==> src/rtl/mac_pkg.sv <==
// -----------------------------------------------------------------------------
// mac_pkg
// Shared types and constants for the MAC TX arbiter slice.
//   arb_state_t       : arbiter FSM states (IDLE, XFER, ABORT, FLUSH)
//   MAC_DATA_W        : AXI-Stream byte lane width towards the encapsulator
//   MAC_ABORT_DATA    : data byte carried by the synthetic terminating beat
//   stall_cnt_width() : width of the stall watchdog counter for a given limit
// -----------------------------------------------------------------------------
package mac_pkg;

    typedef enum logic [1:0] {
        IDLE  = 2'd0,
        XFER  = 2'd1,
        ABORT = 2'd2,
        FLUSH = 2'd3
    } arb_state_t;

    localparam int MAC_DATA_W = 8;
    localparam logic [MAC_DATA_W-1:0] MAC_ABORT_DATA = 8'h00;

    // A limit of 0 disables the watchdog; keep a 1-bit counter so the
    // register never collapses to zero width.
    function automatic int stall_cnt_width(input int limit);
        int w;
        if (limit > 0) begin
            w = $clog2(limit + 1);
        end else begin
            w = 1;
        end
        return w;
    endfunction

endpackage : mac_pkg

==> src/rtl/mac_rr_pick.sv <==
// -----------------------------------------------------------------------------
// mac_rr_pick
// Combinational rotating-priority picker. The first requesting port strictly
// after last_grant_i (wrapping NUM_PORTS-1 -> 0) wins; last_grant_i itself
// has the lowest priority.
// Ports:
//   req_i        : per-port request vector
//   last_grant_i : port granted most recently
//   valid_o      : at least one request present
//   idx_o        : winning port index (0 when valid_o is low)
// -----------------------------------------------------------------------------
module mac_rr_pick #(
    parameter int NUM_PORTS = 4,
    localparam int IDX_W    = $clog2(NUM_PORTS)
) (
    input  logic [NUM_PORTS-1:0] req_i,
    input  logic [IDX_W-1:0]     last_grant_i,
    output logic                 valid_o,
    output logic [IDX_W-1:0]     idx_o
);

    int              cand_s;
    logic [IDX_W-1:0] cand_idx_s;

    // Scan from the farthest offset down to the nearest so the closest
    // requester after last_grant_i is the final (winning) assignment.
    always_comb begin
        valid_o    = 1'b0;
        idx_o      = '0;
        cand_s     = 0;
        cand_idx_s = '0;
        for (int k = NUM_PORTS; k >= 1; k--) begin
            cand_s     = (int'(last_grant_i) + k) % NUM_PORTS;
            cand_idx_s = IDX_W'(cand_s);
            if (req_i[cand_idx_s]) begin
                valid_o = 1'b1;
                idx_o   = cand_idx_s;
            end else begin
                valid_o = valid_o;
            end
        end
    end

endmodule : mac_rr_pick

==> src/rtl/mac_tx_arbiter.sv <==
// -----------------------------------------------------------------------------
// mac_tx_arbiter
// Packet-granular arbiter sharing the 8-bit AXI-Stream TX input of the MAC
// frame encapsulator among NUM_PORTS requesters. Whole frames only, never
// interleaved. A stall watchdog turns a mid-frame upstream underrun into a
// tuser-marked, tlast-terminated beat and then drains the rest of that frame.
//
// Configuration macro:
//   STRICT_PRIO_EN : port 0 wins every arbitration in which it requests;
//                    otherwise (undefined) pure round-robin.
//
// Parameters:
//   NUM_PORTS   : number of requesters (2..8)
//   STALL_LIMIT : consecutive no-data cycles mid-frame before abort (0 = off)
//
// Ports:
//   clk, reset           : clock, synchronous active-high reset
//   s_tdata/tvalid/tuser/tlast, s_tready : per-port upstream AXI-Stream
//   m_tdata/tvalid/tuser/tlast, m_tready : stream towards the encapsulator
//   grant_idx            : port currently or last granted
//   busy                 : high in every state except IDLE
//   abort_pulse          : one cycle when the aborting beat is accepted
// -----------------------------------------------------------------------------
module mac_tx_arbiter
    import mac_pkg::*;
#(
    parameter int NUM_PORTS   = 4,
    parameter int STALL_LIMIT = 64,
    localparam int GW         = $clog2(NUM_PORTS)
) (
    input  logic                            clk,
    input  logic                            reset,
    input  logic [MAC_DATA_W*NUM_PORTS-1:0] s_tdata,
    input  logic [NUM_PORTS-1:0]            s_tvalid,
    output logic [NUM_PORTS-1:0]            s_tready,
    input  logic [NUM_PORTS-1:0]            s_tuser,
    input  logic [NUM_PORTS-1:0]            s_tlast,
    output logic [MAC_DATA_W-1:0]           m_tdata,
    output logic                            m_tvalid,
    input  logic                            m_tready,
    output logic                            m_tuser,
    output logic                            m_tlast,
    output logic [GW-1:0]                   grant_idx,
    output logic                            busy,
    output logic                            abort_pulse
);

    localparam int CW = stall_cnt_width(STALL_LIMIT);
    localparam logic [CW-1:0] STALL_LAST = CW'((STALL_LIMIT > 0) ? (STALL_LIMIT - 1) : 0);
    localparam logic          WDOG_EN    = (STALL_LIMIT > 0) ? 1'b1 : 1'b0;

    arb_state_t          state_q, state_d;
    logic [GW-1:0]       grant_q, grant_d;
    logic [GW-1:0]       last_grant_q, last_grant_d;
    logic [CW-1:0]       stall_cnt_q, stall_cnt_d;

    logic                rr_valid_s;
    logic [GW-1:0]       rr_idx_s;
    logic                win_valid_s;
    logic [GW-1:0]       win_idx_s;

    logic [MAC_DATA_W-1:0] src_data_s;
    logic                  src_valid_s;
    logic                  src_user_s;
    logic                  src_last_s;
    logic                  stall_hit_s;

    mac_rr_pick #(
        .NUM_PORTS (NUM_PORTS)
    ) u_pick (
        .req_i        (s_tvalid),
        .last_grant_i (last_grant_q),
        .valid_o      (rr_valid_s),
        .idx_o        (rr_idx_s)
    );

`ifdef STRICT_PRIO_EN
    // Port 0 overrides the rotation; the rotation pointer still advances
    // normally so the other ports keep their relative order.
    assign win_valid_s = rr_valid_s;
    assign win_idx_s   = s_tvalid[0] ? '0 : rr_idx_s;
`else
    assign win_valid_s = rr_valid_s;
    assign win_idx_s   = rr_idx_s;
`endif

    // Upstream lane currently owned by the grant.
    assign src_data_s  = s_tdata[MAC_DATA_W*grant_q +: MAC_DATA_W];
    assign src_valid_s = s_tvalid[grant_q];
    assign src_user_s  = s_tuser[grant_q];
    assign src_last_s  = s_tlast[grant_q];

    // Last idle cycle the watchdog tolerates; a beat in this cycle wins.
    assign stall_hit_s = WDOG_EN && (stall_cnt_q == STALL_LAST) && !src_valid_s;

    // State, grant pointers and watchdog counter.
    always_ff @(posedge clk) begin
        if (reset) begin
            state_q      <= IDLE;
            grant_q      <= '0;
            last_grant_q <= GW'(NUM_PORTS - 1);
            stall_cnt_q  <= '0;
        end else begin
            state_q      <= state_d;
            grant_q      <= grant_d;
            last_grant_q <= last_grant_d;
            stall_cnt_q  <= stall_cnt_d;
        end
    end

    // Next-state and output decode.
    always_comb begin
        state_d      = state_q;
        grant_d      = grant_q;
        last_grant_d = last_grant_q;
        stall_cnt_d  = stall_cnt_q;
        s_tready     = '0;
        m_tdata      = '0;
        m_tvalid     = 1'b0;
        m_tuser      = 1'b0;
        m_tlast      = 1'b0;
        abort_pulse  = 1'b0;
        busy         = (state_q != IDLE);

        case (state_q)
            IDLE: begin
                stall_cnt_d = '0;
                if (win_valid_s) begin
                    grant_d = win_idx_s;
                    state_d = XFER;
                end else begin
                    state_d = IDLE;
                end
            end

            XFER: begin
                m_tdata           = src_data_s;
                m_tvalid          = src_valid_s;
                m_tuser           = src_user_s;
                m_tlast           = src_last_s;
                s_tready[grant_q] = m_tready;
                if (src_valid_s) begin
                    stall_cnt_d = '0;
                    if (m_tready && src_last_s) begin
                        last_grant_d = grant_q;
                        state_d      = IDLE;
                    end else begin
                        state_d = XFER;
                    end
                end else if (stall_hit_s) begin
                    stall_cnt_d = '0;
                    state_d     = ABORT;
                end else if (stall_cnt_q != '1) begin
                    stall_cnt_d = stall_cnt_q + CW'(1);
                end else begin
                    stall_cnt_d = stall_cnt_q;
                end
            end

            ABORT: begin
                // Synthetic terminating beat; upstream is held off meanwhile.
                m_tdata  = MAC_ABORT_DATA;
                m_tvalid = 1'b1;
                m_tuser  = 1'b1;
                m_tlast  = 1'b1;
                if (m_tready) begin
                    abort_pulse = 1'b1;
                    state_d     = FLUSH;
                end else begin
                    state_d = ABORT;
                end
            end

            FLUSH: begin
                // Swallow the remainder of the aborted frame.
                s_tready[grant_q] = 1'b1;
                if (src_valid_s && src_last_s) begin
                    last_grant_d = grant_q;
                    state_d      = IDLE;
                end else begin
                    state_d = FLUSH;
                end
            end

            default: begin
                state_d = IDLE;
            end
        endcase
    end

    assign grant_idx = grant_q;

endmodule : mac_tx_arbiter

==> config.mk <==
export PLATFORM = sky130hd
export DESIGN_NAME = mac_tx_arbiter
export DESIGN_NICKNAME = d
export VERILOG_FILES = /design/src/rtl/mac_pkg.sv /design/src/rtl/mac_rr_pick.sv /design/src/rtl/mac_tx_arbiter.sv
export SDC_FILE = /design/constraint.sdc
export NUM_CORES = 1
export LEC_CHECK = 0
export BUFFER_PORTS_ARGS = -buffer_cell sky130_fd_sc_hd__buf_4
export CAP_MARGIN = 20
export CELL_PAD_IN_SITES_DETAIL_PLACEMENT = 1
export CELL_PAD_IN_SITES_GLOBAL_PLACEMENT = 1
export CORE_MARGIN = 1
export CORE_UTILIZATION = 32
export CTS_BUF_LIST = sky130_fd_sc_hd__clkbuf_16
export DETAILED_ROUTE_END_ITERATION = 10
export PLACE_DENSITY = 0.79
export SLEW_MARGIN = 10
export SYNTH_ARGS = -nofsm -noshare
export SYNTH_HDL_FRONTEND = slang
export SYNTH_SLANG_ARGS = --single-unit
==> constraint.sdc <==
create_clock -name clk -period 2 [get_ports clk]
set_input_delay 0.3 -clock clk [delete_from_list [all_inputs] [get_ports clk]]
set_output_delay 0.3 -clock clk [all_outputs]
set_load 0.005 [all_outputs]
* Word-level counts from Yosys, hierarchy flattened
Cells that the tools add are included.
** Storage, ports and cells
- Bits in registers :: 13
- Output and inout bits :: 19
** Cells by class
- $add $sub $neg :: 5
- $lt $le $gt $ge :: 6
- Eq/ne operators :: 10
- Shift-type cells :: 1
- Multiplexer cells :: 46
- Bitwise operators :: 1
- Reductions and logical operators :: 12
** Operators with widths (number)
- $shiftx 32x6->8 :: 1
- $mux 7 :: 3
- $mux 2 :: 10
- $mux 1 :: 17
- $lt 2x3->1 const B :: 5
- $bmux 1 s2 :: 7
- $pmux 7 s2 :: 1
- $mux 8 :: 1
- $pmux 2 s4 :: 1
- $pmux 4 s2 :: 1
- $add 7x1->7 const B :: 1
- $eq 7x6->1 const B :: 1
- $ne 7x7->1 const B :: 1
- $ne 2x2->1 const B :: 3
- $pmux 1 s2 :: 3
- $reduce_bool 2->1 :: 3
- $add 2x1->2 const B :: 2
- $add 2x2->2 const B :: 2
- $and 4x4->4 :: 1
- $eq 2x2->1 const B :: 2
- $logic_and 1x1->1 :: 4
- $ne 4x4->1 const B :: 1
- $pmux 2 s2 :: 1
- $reduce_and 2->1 :: 2
- 7 further kinds :: 7

* Longest topological paths before layout
Gate-level depths: netlist (run 1).
- Word-level depth :: 9
- Mapped depth :: 6
- Depth with buffers taken out :: 6

* By module
A second synthesis (run 1) with hierarchy kept.
** Unflattened totals
- Cell total of the unflattened synthesis :: 140
- Area total of the unflattened synthesis :: 1298.7 um2
** Modules (own cells, without submodules)
- mac_tx_arbiter :: times used 1, cells each 126, area an instance 1207.4 um2, seq. area each 260.2 um2
- mac_rr_pick :: times used 1, cells each 14, area an instance 91.3 um2, seq. area each 0.0 um2

* Worst setup path after synthesis (run 1)
OpenSTA, ideal clock, no wires.
- Path type :: register to register
- From :: reg grant_q[0] (netlist: grant_idx[0])
- To :: reg state_q[0]
- Setup time :: 0.133 ns
- Data arrival time :: 1.712 ns
- Slack :: 0.155 ns
- Cell stages (with the launch flop) :: 6
- Buffers on the path :: 1
- Path through :: dfxtp_1 buf_6 mux4_2 a311oi_4 mux2i_1 o22ai_2
** Between the ends
- Word-level cells in the longest chain between the ends :: 6
- Elaborated cells between the ends (all ways) :: 13
- Those cells by class :: 1 x eq/ne; 8 x mux; 4 x reduce/logical
** RTL lines
- start: declaration :: RTL line mac_tx_arbiter.sv:53 : logic [GW-1:0] grant_q, grant_d;
- start signal: assignment :: RTL line mac_tx_arbiter.sv:105 : grant_q <= grant_d;
- $bmux 1 s2 :: RTL line mac_tx_arbiter.sv:91 : assign src_last_s = s_tlast[grant_q];
- $mux 1 (not written as such) :: RTL line mac_tx_arbiter.sv:91
- $logic_and 1x1->1 :: RTL line mac_tx_arbiter.sv:144 : if (m_tready && src_last_s) begin
- $mux 1 :: RTL line mac_tx_arbiter.sv:144
- $mux 2 :: RTL line mac_tx_arbiter.sv:142 : if (src_valid_s) begin
- $pmux 2 s4 :: RTL line mac_tx_arbiter.sv:125 : case (state_q)
- end signal: assignment :: RTL line mac_tx_arbiter.sv:104 : state_q <= state_d;
- end: declaration :: RTL line mac_tx_arbiter.sv:52 : arb_state_t state_q, state_d;
Several ways; a longest one is shown, not always the timed one. The select of a mux whose other input is x is not followed.
A chain may end at the register's enable or synchronous reset.

* Worst setup path after layout (run 1)
- From :: reg grant_q[0] (netlist: grant_idx[0])
- To :: reg state_q[1]
** Between the ends
- Word-level cells in the longest chain between the ends :: 5
- Elaborated cells between the ends (all ways) :: 11
- Those cells by class :: 1 x eq/ne; 7 x mux; 3 x reduce/logical
** RTL lines (RTL line)
- $bmux 1 s2 (on tied branches) :: mac_tx_arbiter.sv:89, mac_tx_arbiter.sv:91
- $mux 1 (on tied branches) :: mac_tx_arbiter.sv:89, mac_tx_arbiter.sv:91
- $logic_and 1x1->1 or $logic_not 1->1 (tied branches) :: mac_tx_arbiter.sv:177, mac_tx_arbiter.sv:94
- $mux 2 or $logic_and 1x1->1 (tied branches) :: mac_tx_arbiter.sv:177, mac_tx_arbiter.sv:94
- $pmux 2 s4 or $ne 3x3->1 (tied branches)
Several ways; a longest one is shown, not always the timed one. The select of a mux whose other input is x is not followed.

==> results of run 1 <==
==> final timing paths <==
| path | cells after the start | slack (ns) | to | start |
|---|---|---|---|---|
| hold / removal | 2 | 0.27 | grant_idx[1] | reset |
| setup / recovery | 5 | 0.04 | state_q[1] | grant_idx[0] |
| setup reg to reg | 5 | 0.04 | state_q[1] | grant_idx[0] |
| hold reg to reg | 1 | 0.53 | stall_cnt_q[3] | stall_cnt_q[3] |
==> cell families (layout without fill, tap and decap cells) <==
kind of cell | Yosys count | after routing | share of synthesized area, %
AOI/OAI and AO/OA | 34 | 34 | 21.66
xor gates and xnor gates | 1 | 1 | 0.7362
adders and majority gates | 5 | 5 | 5.258
buffers and inverters | 14 | 87 | 5.047
DFF | 13 | 13 | 21.87
muxes | 15 | 15 | 25.87
and+or+nand+nor | 41 | 41 | 19.56
==> registers in the layout (all words and copies together) (netlist names) <==
register,flops
last_grant_q,2
grant_idx,2
stall_cnt_q,7
state_q,2
==> stage by stage <==
step | hold WS [ns] | total power, W | setup WS (ns) | std cells | cell area (sq um)
final | 0.2734 | 0.001325 | 0.04442 | 242 | 1869
after global routing | 0.2721 | 0.001399 | -0.005422 | 242 | 1869
after CTS | 0.2700 | 0.001322 | 0.001452 | 241 | 1851
after detailed placement | 0.5214 | 0.0009027 | 0.1016 | 233 | 1739
after global placement | 0.4967 | 0.0008795 | 0.1502 | 233 | 1739
after floorplan | 0.3691 | 0.0006453 | 0.1555 | 123 | 1190
==> area by class of cell <==
cell class	instances	area share (%)
Tap cell	46	3.079
Clock buffer	3	4.016
Sequential cell	13	14.12
Multi-Input combinational cell	96	46.99
Timing Repair Buffer	74	29.79
Inverter	9	1.807
Clock inverter	1	0.2008
==> layout by cell type (no fill, tap or decap), drive strengths merged, types with 5 or more instances in the layout <==
cell type / instances
a21oi: 9
and2: 11
buf: 74
dfxtp: 13
ha: 5
inv: 10
mux4: 11
nand2: 7
nand3: 6
o21ai: 6
==> power groups by stage <==
stage / sequential (W) / clock [W] / combinational (W)
after CTS: 0.000306 / 0.000387 / 0.000629
final: 0.000308 / 0.000377 / 0.000640
after floorplan: 0.000301 / 0 / 0.000344
after detailed placement: 0.000308 / 0 / 0.000595
after global routing: 0.000310 / 0.000398 / 0.000692
after global placement: 0.000305 / 0 / 0.000574
==> worst max-delay path, cell delays in order (launching register included) <==
cell and delay [ns]:
dfxtp_4 0.36, mux4_2 0.52, buf_4 0.18, a311oi_4 0.37, or3_1 0.24, o221ai_1 0.14
==> metal layers <==
layer,vias up,share of wire (%),global-route usage (%),wire length [um]
li1,630,-,-,-
met1,650,40,24.64,1722
met2,58,51,42.61,2214
met3,7,7.6,6.934,329
met4,0,1.6,7.849,69
met5,-,0,0,0
==> what timing repair did <==
| item | 4_1_cts | 5_1_grt |
|---|---|---|
| hold buffers | 0 | 0 |
| setup buffers | 3 | 1 |
| gates cloned | 1 | 0 |
| pin swaps | 0 | 0 |
| setup endpoints to repair | 12 | 9 |
| resized for setup | 4 | 4 |
==> impl_results.md, run 1 <==
* Synth Instances at 123
* Switching part of the total at 32.50%
* Io pins at 66
* Most frequent cell after synthesis: dfxtp_1
* TNS Setup at 0 ns
* Sequential share of the synthesized area at 21.87%
* Final setup viols at 0
* CP Launch Type: flip-flop
* Initial Utilization at 34.57%
* Outcome: complete, no violations
* Antenna violations before repair at 0
* Synth unique cells at 40
* Drt first pass iters at 4
* DRC errors left at 0
* Final Max Slew Viols at 0
* Worst ir drop on vdd at 0.0004592 V
* Fin. Hold Viols at 0
* Seq pwr share at 23.2%
* CTS Buf Count at 3
* Worst-Skew Late Latency at 0.25 ns
* Die height at 62.98 um
* CP Max Fanout at 6
* Slew of the pin with the lowest slew margin at 0.5138 ns
* Worst Path Required at 2.10 ns
* Die Area at 0.003966 sq mm
* Internal at 0.0008944 W
* Die width at 62.98 um
* RSZ-0062 raised after global routing: true
* Final ANT Viol Nets at 0
* Post-synth top area cell: dfxtp_1
* Max Root-Sink Buffers at 2
* H-tree depth at 1
* Clock share of power at 28.5%
* Largest net degree at the start of global routing at 18
* Post-synthesis net count at 175
* Switching pwr at 0.0004306 W
* Number of synthesized flops with an enable pin at 0
* Gr ovfl total at 0
* Area taken by multi-input logic gates at 878.3 sq um
* Fmax at 511.4 MHz
* Ys Warns at 0
* Post-synth ARST share at 0%
* Vias at 1345
* Main synth FF type: dfxtp_1
* Clock transition at path regs at 0.04 ns
* Max Cap Viol at 0
* Reg area at 264.0 sq um
* Core Area at 0.003442 sq mm
* Detailed placer's ending HPWL at 3.427 mm
* TritonCTS Sinks at 13
* WP data arrival at 2.06 ns
* Total GRT Usage at 23.14%
* Layout area overhead at 57.10%
* WL final at 4.336 mm
* CTS root buffer: clkbuf_16
* Number of antenna repair diodes at 0
* Vias per inst at 5.558
* Synth Register Bits at 13
* Fillers at 414
* Fin util at 54.31%
* Layout cell share with drive strength beyond 1 at 47.96%
* Combinational share of power at 48.3%
* Hold WC Path Type: in -> reg
* Setup Skew at 0.001671 ns
* Synth top area share at 21.87%
* # rows at 21
* Layout Nets at 249
* Via count of the first global-routing pass at 1419
* PortBufs at 65
* DR WL/cell at 17.92 um
* CTS tree: done
* Largest cells by area after synthesis: dfxtp_1 22%, mux4_2 11%, mux4_1 11%
* Mapped Area at 0.001190 sq mm
* Leakage at 0.8271 nW
* First-pass GRT wire length at 7.093 mm
* Crit Path Category: reg -> reg
* Min cycle time layout at 1.956 ns
* Power per Cell Area at 708.8 mW/mm^2
* Endpoint class of the critical path: flip-flop
* Post-synth top cells: 13 x dfxtp_1, 11 x and2_1, 9 x a21oi_1, 9 x inv_1, 7 x nand2_1
* Relative slew slack at 64.86%
* Final Wtd Congestion at 0.8755
* Synth Area per Inst at 9.674 sq um
* Final Cycle Share at 97.78%
* Drt initial violations at 33
Power figures use the tool's default switching activity.
==> run 2, diff against run 1 <==
Settings changed: CORE_UTILIZATION 32 to 33, CTS_BUF_LIST sky130_fd_sc_hd__clkbuf_16 to sky130_fd_sc_hd__clkbuf_4 sky130_fd_sc_hd__clkbuf_8, PLACE_DENSITY 0.79 to 0.81.
==> run 2 against run 1 <==
Against the previous run: the flow now finishes with violations (setup timing); hold slack worse by 0.039 ns; sequential power barely moved; utilization fell by 0.97 points; count of clock-buffer cells in the layout rose by 1; die area shrank 2.9%; global-route usage is 1.2 points lower; critical path depth down 1; critical endpoint is now m_tvalid; largest cell class unchanged; largest power group unchanged.
==> impl_results.md, run 2 (same netlist as run 1, synthesis figures left out) <==
* CTS tree: done
* Drt first pass iters at 4 (unchanged)
* Area taken by multi-input logic gates at 878.3 sq um (unchanged)
* Fmax at 491.5 MHz (-3.9%)
* Die height at 62.05 um (-1.5%)
* WP data arrival at 1.73 ns (-0.33 ns)
* Max Root-Sink Buffers at 2 (unchanged)
* Gr ovfl total at 0 (unchanged)
* Final Max Slew Viols at 0 (unchanged)
* Vias per inst at 5.492 (-1.2%)
* Drt initial violations at 36 (+9.1%)
* Failing checks: setup timing
* # rows at 21 (unchanged)
* Slew of the pin with the lowest slew margin at 0.4079 ns (-0.1059 ns)
* Final ANT Viol Nets at 0 (unchanged)
* Hold WC Path Type: in -> reg
* Initial Utilization at 35.11% (+0.54 points)
* Endpoint class of the critical path: output pin
* CTS Buf Count at 3 (unchanged)
* CP cell instances: mux4_2, and2_4, o21a_1, buf_6
* Post-Route M1 WL at 1.512 mm (-12%)
* CP peak stage delay at 0.54 ns (+0.02 ns)
* Clock transition at path regs at 0.09 ns (+0.05 ns)
* Outcome: finished with violations
* DRC errors left at 0 (unchanged)
* CP Max Fanout at 6 (unchanged)
* Layout Nets at 247 (-0.80%)
* TritonCTS Sinks at 13 (unchanged)
* Min cycle time layout at 2.034 ns (+0.07892 ns)
* Fillers at 388 (-6.3%)
* Commonest cells after routing, fill and taps aside: 71 x buf_4, 12 x dfxtp_1, 10 x and2_1
* Final Wtd Congestion at 0.7858 (-10%)
* TNS Setup at -0.03536 ns (-0.03536 ns)
* Crit-path leading delay family: multiplexers
* Antenna violations before repair at 0 (unchanged)
* Relative slew slack at 72.81% (+7.9 points)
* Max Used Layer: met4
* WL met3 at 393 um (+19%)
* DR WL/cell at 17.72 um (-1.1%)
* Max reg flops at 7 (unchanged)
* Crit Path Category: reg -> out
* Core Area at 0.003390 sq mm (-1.5%)
* CP Launch Type: flip-flop
* Largest net degree at the start of global routing at 18 (unchanged)
* Fin area at 0.001808 sq mm (-3.3%)
* Die Area at 0.003850 sq mm (-2.9%)
* Worst ir drop on vdd at 0.0003653 V (-20%)
* Biggest register: stall_cnt_q
* PortBufs at 65 (unchanged)
* Final setup viols at 2 (+2)
* Final setup margin at -0.03449 ns (-0.07892 ns)
* Slowest-stage cell, CP: mux4_2
* Critical path buffers and inverters at 1 (unchanged)
* Total GRT Usage at 21.97% (-1.2 points)
* Most common cell after layout, fill and taps aside: buf_4
* Leakage at 0.7963 nW (-3.7%)
* Setup Skew at 0.008066 ns (+0.006395 ns)
* RSZ-0062 raised after global routing: true
* Io pins at 66 (unchanged)
* Via count of the first global-routing pass at 1324 (-6.7%)
* Final Cycle Share at 101.7% (+3.9 points)
* Die width at 62.05 um (-1.5%)
* Fin. Hold Viols at 0 (unchanged)
* Vias at 1318 (-2.0%)
* Number of antenna repair diodes at 0 (unchanged)
* Detailed placer's ending HPWL at 3.556 mm (+3.8%)
* Power per Cell Area at 614.1 mW/mm^2 (-13%)
* Max Cap Viol at 0 (unchanged)
* Worst Path Required at 1.70 ns (-0.40 ns)
* Worst-Skew Late Latency at 0.28 ns (+0.03 ns)
* Met2 WL at 2.330 mm (+5.2%)
* CTS root buffer: clkbuf_4
* H-tree depth at 1 (unchanged)
* Layout cell share with drive strength beyond 1 at 46.91% (-1.1 points)
* Reg area at 264.0 sq um (unchanged)
* Placed Area at 0.001739 sq mm (unchanged)
* Layout area overhead at 51.95%
* WL final at 4.252 mm (-1.9%)
* First-pass GRT wire length at 6.147 mm (-13%)
run 2: cell types whose count changed in the layout (fill, tap and decap cells not counted), sizes merged:
cell	before	now
clkbuf	3	4
buf	74	72
inv	10	9
run 2: metrics by stage:
step           setup slack (ns)  cells  hold slack (ns)  utilization [%]  total power (W)
2_1_floorplan            0.1555    123           0.3691                -        0.0006453
3_3_place_gp             0.1191    233           0.4775            51.31        0.0008736
3_5_place_dp            0.01834    233           0.4942            51.31        0.0009088
4_1_cts                -0.02387    238           0.2376            52.71         0.001104
5_1_grt                -0.06483    240           0.2368            53.34         0.001191
6_report               -0.03449    240           0.2344            53.34         0.001110
run 2: layout make-up:
| class | count | share of cell area (%) |
|---|---|---|
| Multi-Input combinational cell | 96 | 48.58 |
| Clock buffer | 4 | 1.661 |
| Inverter | 9 | 1.869 |
| Timing Repair Buffer | 72 | 30.10 |
| Tap cell | 46 | 3.183 |
| Sequential cell | 13 | 14.60 |
run 2: where the power goes:
group | total (W) | internal (W) | switching, W
Combinational | 0.000621 | 0.000337 | 0.000284
Sequential | 0.000309 | 0.000282 | 0.0000278
Clock | 0.000180 | 0.0000909 | 0.0000894
run 2: per-layer routing:
metal	up-vias	GRT usage, %
met2	64	46.20
met3	2	4.141
met5	-	0
li1	624	-
met1	628	22.12
met4	0	3.175
run 2: path summary, 6_finish.rpt:
kind	depth (start not counted)	start	slack, ns	to
max	4	grant_idx[0]	-0.03	m_tvalid
min	2	reset	0.23	grant_idx[1]
max reg2reg	5	grant_idx[0]	0.01	state_q[0]
min reg2reg	1	stall_cnt_q[3]	0.50	stall_cnt_q[3]
run 2: what timing repair did:
action | CTS | global route
cloned | 0 | 0
buffers inserted | 1 | 2
hold buffers | 0 | 0
gates resized for setup | 4 | 2
endpoints found under the setup margin | 12 | 22
pin swaps | 0 | 1
==> run 3, diff against run 2 <==
Settings changed: PLACE_DENSITY 0.81 to 0.86.
==> run 3 against run 2 <==
Against the previous run: the run still ends with setup timing left; global-route usage is 0.53 points lower; design area is 2.3% higher; clock skew is 0.00085 ns higher; critical path depth stayed put; total power is 4.6% higher; setup slack worse by 0.014 ns; combinational power is 7.2% higher; largest cell class unchanged.
==> impl_results.md, run 3 (same netlist as run 1, synthesis figures left out) <==
* Vias per inst at 5.572 (+1.5%)
* CTS tree: done
* Gr ovfl total at 0 (unchanged)
* TritonCTS Sinks at 13 (unchanged)
* Relative slew slack at 69.44% (-3.4 points)
* Reg2Reg Setup Slack at -0.01 ns (-0.02 ns)
* WP data arrival at 1.75 ns (+0.02 ns)
* Placed cells at 233 (unchanged)
* Die width at 62.05 um (unchanged)
* Die Area at 0.003850 sq mm (unchanged)
* Fmax at 488.1 MHz (-0.69%)
* Layout Cells excl Fill at 243 (+1.3%)
* Fin util at 54.56% (+1.2 points)
* Layout area overhead at 55.42%
* Final Cycle Share at 102.4% (+0.70 points)
* Final Wtd Congestion at 0.8307 (+5.7%)
* Layout cell share with drive strength beyond 1 at 49.24% (+2.3 points)
* Die height at 62.05 um (unchanged)
* Biggest register: stall_cnt_q
* Failing checks: setup timing
* Final setup margin at -0.04856 ns (-0.01407 ns)
* Most common cell after layout, fill and taps aside: buf_4
* Min cycle time layout at 2.049 ns (+0.01407 ns)
* # rows at 21 (unchanged)
* RSZ-0062 raised after global routing: true
* Worst Path Required at 1.70 ns (about the same)
* Hold path startpoint: reset
* Largest net degree at the start of global routing at 18 (unchanged)
* Hold EP: stall_cnt_q[0]
* Commonest cells after routing, fill and taps aside: 71 x buf_4, 12 x dfxtp_1, 10 x and2_1
* PortBufs at 65 (unchanged)
* Vias at 1354 (+2.7%)
* WL final at 4.453 mm (+4.7%)
* Clock transition at path regs at 0.09 ns (about the same)
* Worst Reg-to-Reg Cells at 6 (+1)
* Via count of the first global-routing pass at 1329 (+0.38%)
* Drt initial violations at 28 (-22%)
* Drt first pass iters at 4 (unchanged)
* Outcome: finished with violations
* Fillers at 398 (+2.6%)
* Fin. Hold Viols at 0 (unchanged)
* CTS root buffer: clkbuf_4
* Setup Skew at 0.008917 ns (+0.0008507 ns)
* Total GRT Usage at 21.43% (-0.53 points)
* CP Max Fanout at 5 (-1)
* Detailed placer's ending HPWL at 3.493 mm (-1.8%)
* Worst-Skew Late Latency at 0.29 ns (about the same)
* Number of antenna repair diodes at 0 (unchanged)
* H-tree depth at 1 (unchanged)
* First-pass GRT wire length at 5.968 mm (-2.9%)
* Crit Path Category: reg -> out
* Hold buffer count at cts at 0 (unchanged)
* Core Area at 0.003390 sq mm (unchanged)
* Power per Cell Area at 628.0 mW/mm^2 (+2.3%)
* Leakage at 0.8135 nW (+2.2%)
* Antenna violations before repair at 0 (unchanged)
* Worst ir drop on vdd at 0.0003263 V (-11%)
* Hold WC Path Type: in -> reg
* Layout Nets at 250 (+1.2%)
* DR WL/cell at 18.33 um (+3.4%)
* Endpoint class of the critical path: output pin
* CTS Buf Count at 3 (unchanged)
* Max reg flops at 7 (unchanged)
* DRC errors left at 0 (unchanged)
* Startpoint of the worst register-to-register path: grant_idx[0]
* Reg-to-Reg End: state_q[0]
* CP Launch Type: flip-flop
* Slew of the pin with the lowest slew margin at 0.4469 ns (+0.03905 ns)
* Dpl ws at -0.02892 ns (-0.04725 ns)
* Max Root-Sink Buffers at 2 (unchanged)
* Io pins at 66 (unchanged)
* Final setup viols at 4 (+2)
* Initial Utilization at 35.11% (unchanged)
* Final ANT Viol Nets at 0 (unchanged)
* Hold depth at 2 (unchanged)
* Max Cap Viol at 0 (unchanged)
* Final Max Slew Viols at 0 (unchanged)
run 3: critical path: stages (launching register included):
cell	delay, ns
dfxtp_4	0.39
mux4_1	0.67
a21oi_1	0.19
nor2b_1	0.07
buf_4	0.13
run 3: per-layer routing:
metal	global-route usage, %	routed length (um)	vias to the layer above
met4	7.302	102	0
li1	-	-	631
met3	3.106	363	11
met2	45.44	2452	60
met1	20.18	1535	652
met5	0	0	-
run 3: timing repair:
item / 4_1_cts / 5_1_grt
endpoints found under the setup margin: 13 / 14
gates resized for setup: 5 / 7
buffers inserted: 1 / 5
pin swaps: 0 / 4
run 3: power breakdown:
part           internal (W)  leakage (nW)  switching (W)
sequential         0.000282         0.106      0.0000274
combinational      0.000362         0.689       0.000304
clock             0.0000914        0.0184      0.0000951
total              0.000735         0.813       0.000426
run 3: worst max-delay path by stage:
stage,startpoint,end,slack (ns)
2_1_floorplan,grant_idx[0],state_q[0],0.16
3_3_place_gp,grant_idx[0],state_q[0],0.11
3_5_place_dp,grant_idx[0],state_q[0],-0.03
4_1_cts,grant_idx[0],m_tlast,-0.00005
5_1_grt,grant_idx[0],m_tlast,-0.10
6_report,grant_idx[0],m_tlast,-0.05
run 3: layout make-up:
cell class                      count  area [sq um]  share of cell area, %
Timing Repair Buffer               75         578.1                  31.26
Inverter                            9         33.78                  1.827
Clock buffer                        4         30.03                  1.624
Sequential cell                    13         264.0                  14.28
Multi-Input combinational cell     96         885.9                  47.90
Tap cell                           46         57.56                  3.112
run 3: stage by stage:
stage,TNS (ns),hold slack (ns),power (W),area (sq um)
6_report,-0.07712,0.2225,0.001161,1849
3_5_place_dp,-0.02892,0.5262,0.0009010,1739
2_1_floorplan,0,0.3691,0.0006453,1190
3_3_place_gp,0,0.4775,0.0008703,1739
5_1_grt,-0.5207,0.2264,0.001235,1849
4_1_cts,-0.00004696,0.2364,0.001098,1789
